==> src/rtl/vend_change_fsm_if.sv <==
// ============================================================================
// Module      : vend_change_fsm_if
// Description : Coin/cancel inputs and credit/actuator outputs of the vending
//               change controller.
// Revision    : 1.0 - initial release
// ============================================================================
`default_nettype none

interface vend_change_fsm_if #(
    parameter int CW = 4
);
    logic [2:0]    coin;
    logic          cancel;
    logic [CW-1:0] credit;
    logic          busy;
    logic          dispense;
    logic          change_quarter;
    logic          refunding;
    logic          error;

    modport master (
        output coin, cancel,
        input  credit, busy, dispense, change_quarter, refunding, error
    );

    modport slave (
        input  coin, cancel,
        output credit, busy, dispense, change_quarter, refunding, error
    );
endinterface

`default_nettype wire

==> src/rtl/vend_change_fsm.sv <==
// ============================================================================
// Module      : vend_change_fsm
// Description : Parametrised vending controller with binary credit counter,
//               change return and cancel/refund sequences.
// Revision    : 1.0 - initial release
// ============================================================================
`default_nettype none

module vend_change_fsm #(
    parameter int PRICE_UNITS = 5,
    parameter int MAX_UNITS   = 12,
    localparam int CW         = $clog2(MAX_UNITS + 1)
) (
    input  wire               clk,
    input  wire               reset,
    vend_change_fsm_if.slave  bus
);

    // Sum width is at least CW+1 and always wide enough to hold a dollar code.
    localparam int SW = (CW >= 3) ? CW + 1 : 4;

    localparam logic [SW-1:0] c_MAX_S   = SW'(MAX_UNITS);
    localparam logic [SW-1:0] c_PRICE_S = SW'(PRICE_UNITS);
    localparam logic [CW-1:0] c_PRICE_C = CW'(PRICE_UNITS);
    localparam logic [CW-1:0] c_ONE     = CW'(1);
    localparam logic [CW-1:0] c_ZERO    = '0;

    typedef enum logic [1:0] {
        ACCEPT = 2'd0,
        VEND   = 2'd1,
        CHANGE = 2'd2,
        REFUND = 2'd3
    } state_t;

    state_t        r_state;
    state_t        w_state_nxt;
    logic [CW-1:0] r_credit;
    logic [CW-1:0] w_credit_nxt;
    logic          r_error;
    logic          w_reject;

    logic [SW-1:0] w_value;
    logic          w_coin_valid;
    logic          w_coin_any;
    logic [SW-1:0] w_sum;
    logic [CW-1:0] w_remain;

    always_comb begin
        w_value      = '0;
        w_coin_valid = 1'b1;
        unique case (bus.coin)
            3'b000:  w_value = '0;
            3'b001:  w_value = SW'(1);
            3'b010:  w_value = SW'(2);
            3'b100:  w_value = SW'(4);
            default: w_coin_valid = 1'b0;
        endcase
    end

    assign w_coin_any = (bus.coin != 3'b000);
    assign w_sum      = {{(SW-CW){1'b0}}, r_credit} + w_value;
    assign w_remain   = r_credit - c_PRICE_C;

    always_comb begin
        w_state_nxt  = r_state;
        w_credit_nxt = r_credit;
        w_reject     = 1'b0;
        unique case (r_state)
            ACCEPT: begin
                if (bus.cancel && (r_credit != c_ZERO)) begin
                    // Cancel wins over a simultaneous coin.
                    w_state_nxt = REFUND;
                    w_reject    = w_coin_any;
                end else if (w_coin_any) begin
                    if (!w_coin_valid || (w_sum > c_MAX_S)) begin
                        w_reject = 1'b1;
                    end else begin
                        w_credit_nxt = w_sum[CW-1:0];
                        if (w_sum >= c_PRICE_S) begin
                            w_state_nxt = VEND;
                        end
                    end
                end
            end
            VEND: begin
                w_reject     = w_coin_any;
                w_credit_nxt = w_remain;
                w_state_nxt  = (w_remain != c_ZERO) ? CHANGE : ACCEPT;
            end
            CHANGE, REFUND: begin
                w_reject = w_coin_any;
                if (r_credit <= c_ONE) begin
                    w_credit_nxt = c_ZERO;
                    w_state_nxt  = ACCEPT;
                end else begin
                    w_credit_nxt = r_credit - c_ONE;
                end
            end
            default: w_state_nxt = ACCEPT;
        endcase
    end

    always_ff @(posedge clk or posedge reset) begin
        if (reset) begin
            r_state  <= ACCEPT;
            r_credit <= '0;
            r_error  <= 1'b0;
        end else begin
            r_state  <= w_state_nxt;
            r_credit <= w_credit_nxt;
            r_error  <= w_reject;
        end
    end

    assign bus.credit         = r_credit;
    assign bus.busy           = (r_state != ACCEPT);
    assign bus.dispense       = (r_state == VEND);
    assign bus.change_quarter = (r_state == CHANGE) || (r_state == REFUND);
    assign bus.refunding      = (r_state == REFUND);
    assign bus.error          = r_error;

endmodule

`default_nettype wire

==> src/flat_wrapper.sv <==
// flat-port wrapper written by rule: the top's interface ports become plain ports
module vend_change_fsm_flat 
#(
    parameter int PRICE_UNITS = 5,
    parameter int MAX_UNITS   = 12,
    localparam int CW         = $clog2(MAX_UNITS + 1)
)
  (clk, reset, bus_coin, bus_cancel, bus_credit, bus_busy, bus_dispense, bus_change_quarter, bus_refunding, bus_error);
  vend_change_fsm_if #(.CW(4)) bus_i ();
  input  wire clk;
  input  wire reset;
  input wire logic [$bits(bus_i.coin)-1:0] bus_coin;
  input wire logic [$bits(bus_i.cancel)-1:0] bus_cancel;
  output wire logic [$bits(bus_i.credit)-1:0] bus_credit;
  output wire logic [$bits(bus_i.busy)-1:0] bus_busy;
  output wire logic [$bits(bus_i.dispense)-1:0] bus_dispense;
  output wire logic [$bits(bus_i.change_quarter)-1:0] bus_change_quarter;
  output wire logic [$bits(bus_i.refunding)-1:0] bus_refunding;
  output wire logic [$bits(bus_i.error)-1:0] bus_error;
  assign bus_i.coin = bus_coin;
  assign bus_i.cancel = bus_cancel;
  assign bus_credit = bus_i.credit;
  assign bus_busy = bus_i.busy;
  assign bus_dispense = bus_i.dispense;
  assign bus_change_quarter = bus_i.change_quarter;
  assign bus_refunding = bus_i.refunding;
  assign bus_error = bus_i.error;
  vend_change_fsm #(.PRICE_UNITS(PRICE_UNITS), .MAX_UNITS(MAX_UNITS)) u_core (.clk(clk), .reset(reset), .bus(bus_i));
endmodule
==> config.mk <==
export PLATFORM = sky130hd
export DESIGN_NAME = vend_change_fsm_flat
export DESIGN_NICKNAME = d
export VERILOG_FILES = /design/src/rtl/vend_change_fsm_if.sv /design/src/rtl/vend_change_fsm.sv /design/src/flat_wrapper.sv
export SDC_FILE = /design/constraint.sdc
export NUM_CORES = 1
export LEC_CHECK = 0
export CAP_MARGIN = 20
export CORE_MARGIN = 5
export CORE_UTILIZATION = 51
export CTS_CLUSTER_DIAMETER = 60
export CTS_CLUSTER_SIZE = 10
export DETAILED_ROUTE_END_ITERATION = 8
export GPL_TIMING_DRIVEN = 0
export PLACE_DENSITY = 0.79
export SLEW_MARGIN = 15
export SYNTH_ARGS = -nofsm -noshare
export SYNTH_HDL_FRONTEND = slang
export SYNTH_SLANG_ARGS = --single-unit
==> constraint.sdc <==
create_clock -name clk -period 3 [get_ports clk]
set_clock_uncertainty 0.05 [all_clocks]
set_input_delay 0.45 -clock clk [delete_from_list [all_inputs] [get_ports clk]]
set_output_delay 0.45 -clock clk [all_outputs]
set_load 0.01 [all_outputs]
# After elaboration in Yosys (flattened, before gate mapping)
# Index checks and enable logic that the tools add are counted.
# word_totals
latchBits	0
n_memories	0
elab_cells	55
regBits	7
mem_bits_rw	0
inputBits	6
mem_bits_ro	0
# op_classes
reduce_logical	15
div_mod_pow	0
eq_ne	13
mux	18
multipliers	0
shifts	0
bitwise_logic	0
n_addsub	3
magnitude_cmp	3
# op_table
operator	count
2-to-1 mux 4 bit	4
2-to-1 mux 2 bit	6
case mux 4 bit (3 select lines)	1
case mux 3 bit (3 select lines)	1
nonzero test 4 bit	2
!= test 3 x 1 -> 1 bit, second input constant	2
case mux 2 bit (3 select lines)	1
adder 4 x 3 -> 5 bit	1
>= comparator 5 x 3 -> 1 bit, second input constant	1
> comparator 5 x 4 -> 1 bit, second input constant	1
== test 2 bit, second input constant	2
<= comparator 4 x 1 -> 1 bit, second input constant	1
2-to-1 mux 1 bit	4
!= test 2 x 1 -> 1 bit, second input constant	2
!= test 2 bit, second input constant	2
AND reduction 4 bit	1
OR reduction 4 bit	1
subtractor 4 x 1 -> 4 bit, second input constant	1
subtractor 4 x 3 -> 4 bit, second input constant	1
== test 3 x 1 -> 1 bit, second input constant	1
== test 3 x 2 -> 1 bit, second input constant	1
== test 3 bit, second input constant	1
zero test 3 bit	1
!= test 3 x 2 -> 1 bit, second input constant	1
other kinds (11)	12

# Depth between registers and ports, before layout
# depth
ltp_word	9
ltp_mapped	9

# Worst setup path before layout
# No wires, ideal clock.
# synth_path
path_type	input-to-reg
from	input port bus_coin[0]
to	register u_core.r_credit[1] (netlist: u_core.bus.credit[1])
setup_time_ns	0.077
t_arrival_ns	2.565
path_buffers	0
slack_ns	0.307
stages	7
cell_sequence	or3b_1 > fa_1 > xor2_1 > a311o_2 > o2111ai_4 > mux2_1 > a21oi_1
# synth_via
elab_chain_len	7
# synth_rtl
element	line_no	source
from (decl)	flat_wrapper.sv:12	input wire logic [$bits(bus_i.coin)-1:0] bus_coin;
== test 3 bit, or another cell as far along	vend_change_fsm.sv:51	unique case (bus.coin)
case mux 3 bit (3 select lines) / OR reduction 4 bit (equally long branches)	n/a	
adder 4 x 3 -> 5 bit / 2-to-1 mux 1 bit (equally long branches)	vend_change_fsm.sv:61, vend_change_fsm.sv:51	
> comparator 5 x 4 -> 1 bit, or another cell as far along	vend_change_fsm.sv:75	if (!w_coin_valid || (w_sum > c_MAX_S)) begin
logical OR 1 bit / 2-to-1 mux 4 bit (equally long branches)	vend_change_fsm.sv:75, vend_change_fsm.sv:74	
!= test 2 bit (no line) / 2-to-1 mux 4 bit (equally long branches)	n/a	
AND reduction 3 bit (no line) / case mux 4 bit (3 select lines) (equally long branches)	n/a	
to (signal assigned)	vend_change_fsm.sv:110	r_credit <= w_credit_nxt;
to (decl)	vend_change_fsm.sv:37	logic [CW-1:0] r_credit;
# Parallel ways exist; a longest one is shown, timed or not. The select of a mux whose other input is x is not followed.
# A chain may end at the register's enable or synchronous reset.

# Worst setup path in the final report
# layout_path
from	input port bus_coin[2]
to	register u_core.r_credit[2] (netlist: u_core.bus.credit[2])
# The elaborated chain is that of the path after synthesis.

==> run metrics <==
Post-Syn Instances=95; first-pass GRT wire length=slightly below 3000 µm; Final HPWL DP=approximately 1500 µm; fin cells=~130; fin. max-slew vios=0; worst setup margin=~0.13 ns; CP cell instances=dlygate4sd2_1 > or3b_1 > fa_1 > xor2_1 > a311o_2 > o2111ai_4 > buf_4 > nand2_2 > mux2_4; post-synth top area cell=dfrtp_1; Arrival @ worst endpoint=2.97 ns; 1st-iter DRT viols=34; Largest delay share family, worst path=compound AO/OA/AOI/OAI gates; worst reg-to-reg setup slack=0.27 ns; Root Driver=clkbuf_4; First-pass DRT Iterations=5; Place WS=-0.455 ns; Rows=14; largest net degree at the start of global routing=11; routability cong.=about 0.86; Final TNS setup=0 ns; DR WL/cell=14.2 µm; slowest library cell on the worst path=fa_1; most frequent cell after synthesis=a21oi_1; initial antenna violation count=0; Via Count=801; final core area utilization=~70%; Worst-Margin Slew=0.391 ns; number of synthesized flops with an enable pin=0; Syn-to-layout area delta=27.6%; Synth cell types=49; Starting Density=between 50% and 60%; FMAX=~0.35 GHz; post-synthesis register bit count=7; top_reg_cell synth=dfrtp_1; fraction of layout cells with a size suffix above 1=between 10% and 20%; Worst Path Max Fanout=6; syn_area_per_cell=around 8.5 µm²; Clock Tree Buf Depth=2; Lkg Pwr=~0.43 nW; CTS Hold Bufs=0; Post-synth ARST share=100%; CP Capture Type=flop; final period utilization=a little over nine tenths; DRC=0; Setup crit start kind=primary input; H-tree levels=1; Max VDD drop=between 500 and 600 µV; n_diodes=0; Crit path buffers/inverters=2; Die W=between 40 and 50 µm; number of max-cap violations=0; slew margin rel.=between 70% and 80%; Vias/cell=between 6 and 7; grt ovf=0; Final Hold Violating Endpoints=0; Hold WS=0.361 ns; io pins=15; number of buffers created by CTS=3; CTS tree=built; final worst path period need=between 2 and 3 ns; Synthesized Nets=109; die area=~2500 µm²; worst hold path class=in -> async; clock transition at the registers of the reported paths=around 0.06 ns; most common library cells after synthesis=a21oi_1, dfrtp_1, ha_1; vias in the first global route=about 640; clock sinks=7; RSZ-0062 raised after global routing=no; CP Class=in -> reg; synth top area cells=dfrtp_1, ha_1, a21oi_1; top-area cell type share of the netlist area=21.7%; worst skew pair latency=0.26 ns; GRT Util Overall=between 10% and 20%; placed cell count=between 100 and 150; Critical Path RT=roughly 3.1 ns; Port Buffers=14; Die H=49.8 µm; final wirelength=1890 µm; CORE AREA=1510 µm²; sequential-to-total area share from yosys stat=approximately 22%; final setup vio count=0; status=completed; Final Net Count=132; Ys Warns=0; Syn Std Cell Area=a little over 800 µm²; Slowest Stage Delay on Critical Path=between 0.4 and 0.5 ns; post-route ant nets=0; Cell Pwr Density=between 900 and 1000 nW/µm²
==> final timing paths <==
check | startpoint | endpoint | cells after the start
setup / recovery | bus_coin[2] | u_core.bus.credit[2] | 9
hold / removal | reset | u_core.bus.credit[1] | 2
setup reg to reg | u_core.bus.credit[0] | u_core.bus.credit[2] | 9
hold reg to reg | u_core.r_state[1] | u_core.bus.credit[1] | 2
max in group asynchronous | reset | u_core.r_state[0] | 2
min in group clk | bus_coin[1] | u_core.bus.error | 3
==> report_power, final <==
group          switching [mW]  total [mW]  internal [mW]
sequential             0.0670       0.206          0.139
clock                  0.0371      0.0880         0.0509
combinational           0.385       0.735          0.350
total                   0.489        1.03          0.540
==> per-stage QoR <==
| step | power (mW) | area, µm² |
|---|---|---|
| 2_1_floorplan | 0.690 | 807 |
| 3_3_place_gp | 0.898 | 967 |
| 3_5_place_dp | 0.912 | 967 |
| 4_1_cts | 1.00 | 990 |
| 5_1_grt | 1.12 | 1030 |
| 6_report | 1.03 | 1030 |
==> cell families after synthesis <==
kind of cell	count (synthesis)	synth area share (%)
XOR/XNOR	3	3.26
buffers and inverters	11	5.27
adder cells (fa/ha/maj)	8	13.3
AND/OR/NAND/NOR	33	23.9
AO/OA/AOI/OAI	30	28.1
multiplexers	3	4.50
flip-flops	7	21.7
==> worst reg2reg max path: stages, from the launching register on <==
cell and delay (ns):
dfrtp_1 0.53, ha_2 0.27, inv_1 0.05, fa_1 0.39
xor2_1 0.19, a311o_2 0.40, o2111ai_4 0.23, buf_4 0.15
nand2_2 0.05, mux2_4 0.31
==> registers in the layout, indices dropped and copies added, names as in the netlist <==
| name | flops |
|---|---|
| u_core.bus.error | 1 |
| u_core.r_state | 2 |
| u_core.bus.credit | 4 |
==> routing by layer <==
metal	wire length, µm	track usage (%)
met1	806	20.3
met2	928	23.5
met3	139	3.01
met4	18	10.5
met5	0	0
==> placed cells by master (no fill, tap or decap), types with 2 or more instances in the layout <==
cell type        count
dfrtp_1              7
clkbuf_1             4
o21ai_0              2
nor4_1               2
nand2b_1             2
nand3_1              5
nor2b_1              4
ha_1                 6
o21ai_1              2
a21oi_1              7
a31oi_1              2
nor2_1               6
xnor2_1              2
inv_1                6
buf_4                4
nor3_1               3
clkbuf_4             3
clkdlybuf4s50_1     11
==> timing repair <==
item | CTS | global route
cloned | 0 | 0
setup buffers | 0 | 4
hold endpoints to repair | 0 | 0
endpoints found under the setup margin | 3 | 2
pin swaps | 0 | 1
gates resized for setup | 3 | 6
==> layout make-up <==
cell class,count,area (µm²)
Sequential cell,7,175
Fill cell,125,477
Buffer,4,16.3
Tap cell,16,20.0
Timing Repair Buffer,18,164
Inverter,7,26.3
Multi-Input combinational cell,77,602
Clock buffer,4,26.3
Note: power is estimated with default switching activity, not from simulation.
